<file path="config.mk">
export PLATFORM = sky130hd
export DESIGN_NAME = alu_result_collector
export DESIGN_NICKNAME = d
export VERILOG_FILES = /design/src/rtl/alu_result_collector.sv
export SDC_FILE = /design/constraint.sdc
export NUM_CORES = 1
export LEC_CHECK = 0
export ABC_CLOCK_PERIOD_IN_PS = 2900
export CAP_MARGIN = 20
export CORE_ASPECT_RATIO = 0.7
export CORE_UTILIZATION = 58
export CTS_BUF_LIST = sky130_fd_sc_hd__clkbuf_4 sky130_fd_sc_hd__clkbuf_8
export CTS_CLUSTER_DIAMETER = 60
export DETAILED_ROUTE_END_ITERATION = 8
export GPL_TIMING_DRIVEN = 1
export PLACE_DENSITY = 0.89
export SETUP_SLACK_MARGIN = 0.3
export SLEW_MARGIN = 20
export SYNTH_ARGS = -nofsm -noshare
export SYNTH_HDL_FRONTEND = slang
export SYNTH_SLANG_ARGS = --single-unit
</file>
<file path="constraint.sdc">
create_clock -name clk -period 2.9 [get_ports clk]
set_clock_uncertainty 0.15 [all_clocks]
set_input_delay 0.725 -clock clk [delete_from_list [all_inputs] [get_ports clk]]
set_output_delay 0.725 -clock clk [all_outputs]
set_load 0.005 [all_outputs]
</file>
<file path="src/rtl/alu_result_collector.sv">
// alu_result_collector
//   Consumer end of the ALU result interface. Every cycle with arith_flag_in
//   high captures {carry_in, arith_out_in} into a DEPTH-entry FIFO. The head
//   entry is streamed downstream as two OUT_W words over valid/ready: the low
//   half first (out_last=0), then the high half (out_last=1). The entry is
//   popped on the high-half handshake. Throughput is one result per two
//   cycles, so back-to-back strobes fill the FIFO; a strobe that finds it
//   full, with no pop in the same cycle, is dropped and sets sticky overflow.
//
// Parameters
//   RES_W  incoming result width (must equal 2*OUT_W)
//   OUT_W  downstream word width
//   DEPTH  FIFO entries, power of two, >= 2
//
// Ports
//   clk, rst        clock (rising edge), asynchronous active-high reset
//   arith_flag_in   result strobe, one result per high cycle
//   arith_out_in    result word
//   carry_in        carry accompanying the result
//   clear           synchronous flush of FIFO, beat state and overflow
//   out_data/out_valid/out_ready/out_last/out_carry  downstream stream
//   fifo_count      entries held, including the one in flight
//   overflow        sticky drop indicator
//   drop_count      (COLLECTOR_DROP_COUNT_EN only) saturating 8-bit drop count
//
// Build option
//   COLLECTOR_DROP_COUNT_EN  adds the drop_count port and counter.
module alu_result_collector #(
  parameter int RES_W = 32,
  parameter int OUT_W = 16,
  parameter int DEPTH = 4
) (
  input  logic                       clk,
  input  logic                       rst,
  input  logic                       arith_flag_in,
  input  logic [RES_W-1:0]           arith_out_in,
  input  logic                       carry_in,
  input  logic                       clear,
  output logic [OUT_W-1:0]           out_data,
  output logic                       out_valid,
  input  logic                       out_ready,
  output logic                       out_last,
  output logic                       out_carry,
  output logic [$clog2(DEPTH):0]     fifo_count,
`ifdef COLLECTOR_DROP_COUNT_EN
  output logic [7:0]                 drop_count,
`endif
  output logic                       overflow
);

  localparam int AW = $clog2(DEPTH);
  localparam int CW = AW + 1;

  typedef enum logic {BEAT_LO = 1'b0, BEAT_HI = 1'b1} beat_t;

  // Entry layout: {carry, result}
  logic [RES_W:0]  mem_q [DEPTH];
  logic [AW-1:0]   wr_ptr_q, wr_ptr_d;
  logic [AW-1:0]   rd_ptr_q, rd_ptr_d;
  logic [CW-1:0]   count_q, count_d;
  beat_t           beat_q, beat_d;
  logic            overflow_q, overflow_d;

  logic            valid, full, hs, pop, push, drop;
  logic [RES_W:0]  head;

  assign valid = (count_q != '0);
  assign full  = (count_q == CW'(DEPTH));
  assign hs    = valid & out_ready;
  assign pop   = hs & (beat_q == BEAT_HI);
  // A pop in the same cycle frees the slot, so a push into a full FIFO is
  // still accepted when the head is leaving.
  assign push  = arith_flag_in & (~full | pop);
  assign drop  = arith_flag_in & full & ~pop;

  always_comb begin
    wr_ptr_d   = wr_ptr_q;
    rd_ptr_d   = rd_ptr_q;
    count_d    = count_q;
    beat_d     = beat_q;
    overflow_d = overflow_q | drop;
    if (push) wr_ptr_d = wr_ptr_q + AW'(1);   // power-of-two DEPTH wraps naturally
    if (pop)  rd_ptr_d = rd_ptr_q + AW'(1);
    case ({push, pop})
      2'b10:   count_d = count_q + CW'(1);
      2'b01:   count_d = count_q - CW'(1);
      default: count_d = count_q;
    endcase
    if (hs) beat_d = (beat_q == BEAT_LO) ? BEAT_HI : BEAT_LO;
    // clear overrides push, pop and drop
    if (clear) begin
      wr_ptr_d   = '0;
      rd_ptr_d   = '0;
      count_d    = '0;
      beat_d     = BEAT_LO;
      overflow_d = 1'b0;
    end
  end

  always_ff @(posedge clk or posedge rst) begin
    if (rst) begin
      wr_ptr_q   <= '0;
      rd_ptr_q   <= '0;
      count_q    <= '0;
      beat_q     <= BEAT_LO;
      overflow_q <= 1'b0;
    end else begin
      wr_ptr_q   <= wr_ptr_d;
      rd_ptr_q   <= rd_ptr_d;
      count_q    <= count_d;
      beat_q     <= beat_d;
      overflow_q <= overflow_d;
    end
  end

  // Storage needs no reset: every output derived from it is gated by valid.
  always_ff @(posedge clk) begin
    if (push && !clear) mem_q[wr_ptr_q] <= {carry_in, arith_out_in};
  end

  assign head = mem_q[rd_ptr_q];

  // Outputs decode from registered state only, so they cannot change while
  // out_valid is held under backpressure.
  assign out_valid  = valid;
  assign out_last   = valid & (beat_q == BEAT_HI);
  assign out_carry  = valid & head[RES_W];
  assign out_data   = !valid            ? '0 :
                      (beat_q == BEAT_HI) ? head[RES_W-1:OUT_W] : head[OUT_W-1:0];
  assign fifo_count = count_q;
  assign overflow   = overflow_q;

`ifdef COLLECTOR_DROP_COUNT_EN
  logic [7:0] drop_cnt_q;

  always_ff @(posedge clk or posedge rst) begin
    if (rst)                            drop_cnt_q <= '0;
    else if (clear)                     drop_cnt_q <= '0;
    else if (drop && drop_cnt_q != 8'hFF) drop_cnt_q <= drop_cnt_q + 8'd1;
  end

  assign drop_count = drop_cnt_q;
`endif

endmodule

</file>
==> results by group <==
Run status
  • Status: finished with violations
  • Failing checks: setup timing

Synth
  • Simple-Gate Fraction of Synth Area: under 10%
  • Area contributors post-synth: edfxtp_1, mux4_2, dfrtp_1
  • FF+latch count, synth: ~140
  • Post-synthesis mux area share: roughly 14%
  • Cell variety after synth: 34
  • Main combinational cell family by area after synthesis: multiplexers
  • Synth Area in XOR/XNOR: 0.7851%
  • Post-synthesis sequential area ratio: 75.10%
  • Synth area leader: edfxtp_1
  • Post-synthesis compound-gate area fraction: under 10%
  • Synthesized area per cell: 21.79 um2
  • Post-synthesis adder-cell area fraction: 1.256%
  • Synth warn: 0
  • Cell area after synthesis: around 5600 um2
  • Syn Nets: 299
  • Synth Instances: 256
  • Share of the synthesized area in the top cell type: 71.06%

Worst setup path
  • CP startpoint: rd_ptr_q[0]$_DFFE_PP0P_
  • Worst Path Max Fanout: 6
  • R2R cell count: 8
  • CP Capture Point: out_data[8]
  • RR Endpoint: fifo_count[2]$_DFFE_PP0P_
  • Reg-to-reg slack, setup: 0.53 ns
  • Arrival @ worst endpoint: 2.10 ns
  • Endpoint class of the critical path: output pin
  • Crit Path Category: flip-flop to output pin
  • Reg-to-reg startpoint: fifo_count[2]$_DFFE_PP0P_
  • CP Data Required Time: 2.03 ns
  • Crit start category: flip-flop

CTS
  • Total CTS buffers: 17
  • Worst-Skew Late Latency: 0.43 ns
  • CTS sink cnt: about 140
  • Clock Pin Slew Worst Setup and Hold Paths: 0.07 ns
  • Clk root buf: clkbuf_8
  • H-tree depth: 4
  • Cts hold-fix bufs: 0
  • CTS max path bufs: 2
  • CTS tree: done

Die
  • Core Region: 9180 um2
  • Initial Util: 60.76%
  • Die footprint: 10,020 um2
  • Rows: 29
  • Die X: 119.2 um
  • Die Y: 84.05 um
  • I/O pins: slightly above 60

Drt
  • Wire per inst: roughly 23 um
  • Vias per inst: slightly below 6
  • Final ANT Viol Nets: 0
  • Drt initial violations: 273
  • DRT Pass-1 Iters: 4
  • Total wire length: about 11 mm
  • DR vias: around 3,000
  • DRC: 0

Pwr
  • Peak supply drop: 0.4401 mV
  • PwrDens: 595.7 nW/um2
  • Leakage: 2.458 nW

Global routing
  • Overall Global Routing Usage: 25.75%
  • Largest net degree at the start of global routing: 21
  • Top Usage Layer GRT: met2
  • Met1 Track Usage GR: 35.92%
  • Met3 usage: 8.538%
  • Initial antenna violation count: 0
  • Grt met2 use: 38.00%
  • First-pass GRT wire length: 18.16 mm
  • Gr ovfl total: 0
  • Vias in the first global route: 3,191

Timing
  • Max-slew violations: 0
  • Setup-failing EPs final: 12
  • Hold slack: 0.3653 ns
  • RSZ-0062 raised after global routing: yes
  • Setup TNS: -0.4180 ns
  • Final Hold Viols: 0
  • FMAX: between 300 and 400 MHz
  • Fin crit period: between 2 and 3 ns
  • Worst slew margin: between 70 and 80%
  • Tightest Pin Transition: 0.4041 ns
  • Final setup margin: -0.07206 ns
  • Final Cycle Share: 102.5%

Final layout
  • Finished Cell Area: 7041 um2
  • Synth-to-layout area growth: 26.22%
  • # fillers: 500
  • Ant. Diodes: 0
  • # nets final: slightly above 400
  • Layout cells sized above 1: 35.79%

Placement
  • GPL Wtd Cong: 0.8315
  • Post-DP HPWL: 6.739 mm
  • IO buf count: 60
  • Area after DPL: 6504 um2

Worst hold path
  • Hold path depth: 2
  • Min-delay worst type: flip-flop to flip-flop

Run
  • Max-cap viol count: 0
==> flip-flops by register name, indices dropped and copies added (netlist names) <==
signal / count
fifo_count: 3
mem_q: 132
wr_ptr_q: 2
rd_ptr_q: 2
overflow: 1
beat_q: 1
==> layout by cell type (no fill, tap or decap), types with 2 or more instances in the layout <==
cell type        Yosys  final
mux4_2              25     32
and2_2               0      4
mux2i_1              2      2
dfrtp_1              9      5
buf_12               0     12
nor2_1              11     11
nand2_1              3      3
a21oi_1              2      2
clkinv_2             0      8
clkdlybuf4s50_1      0     41
clkbuf_4             0      3
xnor2_1              3      3
dfrtp_2              0      4
dlygate4sd2_1        0      2
buf_4                2     17
buf_6                6     14
buf_16               0      3
edfxtp_1           132    132
clkinv_1             0      4
ha_1                 4      4
clkbuf_8             0     17
a22o_1              16     16
xor2_1               2      2
buf_2                4     17
inv_1                5      5
==> power by group <==
group          internal (W)  switching (W)  leakage [nW]  total [W]
Combinational      0.000316       0.000286         0.969   0.000602
Clock              0.000592       0.000667         0.174    0.00126
Sequential          0.00230      0.0000326          1.32    0.00233
Total               0.00321       0.000985          2.46    0.00419
==> repair_timing <==
action                     4_1_cts  5_1_grt
resized for setup               97        2
setup buffers                   22        0
hold endpoints to repair         0        0
cloned                           4        0
setup endpoints to repair       19       17
pin swaps                       19        9
==> critical path: stages (launching register included) <==
cell     delay [ns]
dfrtp_2        0.43
buf_6          0.14
buf_6          0.11
buf_16         0.13
mux4_2         0.49
a22o_1         0.23
buf_2          0.14
==> synthesized netlist by cell type <==
cell type	number
a41oi_1	1
and2_1	5
a221oi_2	1
o211a_1	1
nand3_1	1
xor2_1	2
a31o_2	1
clkbuf_1	1
dfrtp_1	9
nor2_1	11
mux2_2	1
nor3_2	1
or3_1	1
mux4_2	25
buf_6	6
o21ai_0	1
a21oi_1	2
xnor2_1	3
buf_2	4
mux2i_1	2
mux4_1	8
a22o_1	16
nor2b_1	1
clkbuf_2	1
nor4_1	1
nor3_1	1
nand2_1	3
edfxtp_1	132
fa_1	1
buf_4	2
ha_1	4
inv_1	5
o2111a_1	1
o31a_1	1
==> layout make-up <==
class / instances / area (um2) / share of cell area, %
timing repair buffer: 106 / 1121 / 15.92
multi-input combinational: 96 / 1240 / 17.61
sequential: 141 / 4194 / 59.57
inverter: 5 / 18.77 / 0.2666
clock inverter: 12 / 55.05 / 0.7819
clock buffer: 20 / 256.5 / 3.643
tap: 124 / 155.1 / 2.204
==> metal layers <==
layer	part of all wire, %	routed length (um)
met5	0	0
met4	1.7	193
met3	8.4	962
met2	49	5576
met1	41	4755
==> worst min-delay path by stage <==
stage                             startpoint            endpoint  slack [ns]
final                     overflow$_DFF_PP0_  overflow$_DFF_PP0_        0.37
after global routing      overflow$_DFF_PP0_  overflow$_DFF_PP0_        0.40
after CTS                 overflow$_DFF_PP0_  overflow$_DFF_PP0_        0.37
after detailed placement  overflow$_DFF_PP0_  overflow$_DFF_PP0_        0.36
after global placement    overflow$_DFF_PP0_  overflow$_DFF_PP0_        0.34
after floorplan           overflow$_DFF_PP0_  overflow$_DFF_PP0_        0.34
==> metrics by stage <==
step | power (W) | util (%) | cells | setup slack (ns)
after floorplan | 0.002633 | - | 256 | 0.5383
after global placement | 0.002939 | 70.85 | 446 | 0.1544
after detailed placement | 0.002958 | 70.85 | 446 | 0.07533
after CTS | 0.004206 | 76.60 | 504 | -0.07719
after global routing | 0.004355 | 76.69 | 504 | -0.1241
final | 0.004194 | 76.69 | 504 | -0.07206
==> logic make-up (layout without fill, tap and decap cells) <==
family                     count (synthesis)  count (layout)
and+or+nand+nor                           25              25
xor gates and xnor gates                   5               5
AOI/OAI and AO/OA                         25              25
adders and majority gates                  5               5
buffers and inverters                     19             143
DFF                                      141             141
muxes                                     36              36
Note: power is estimated with default switching activity, not from simulation.
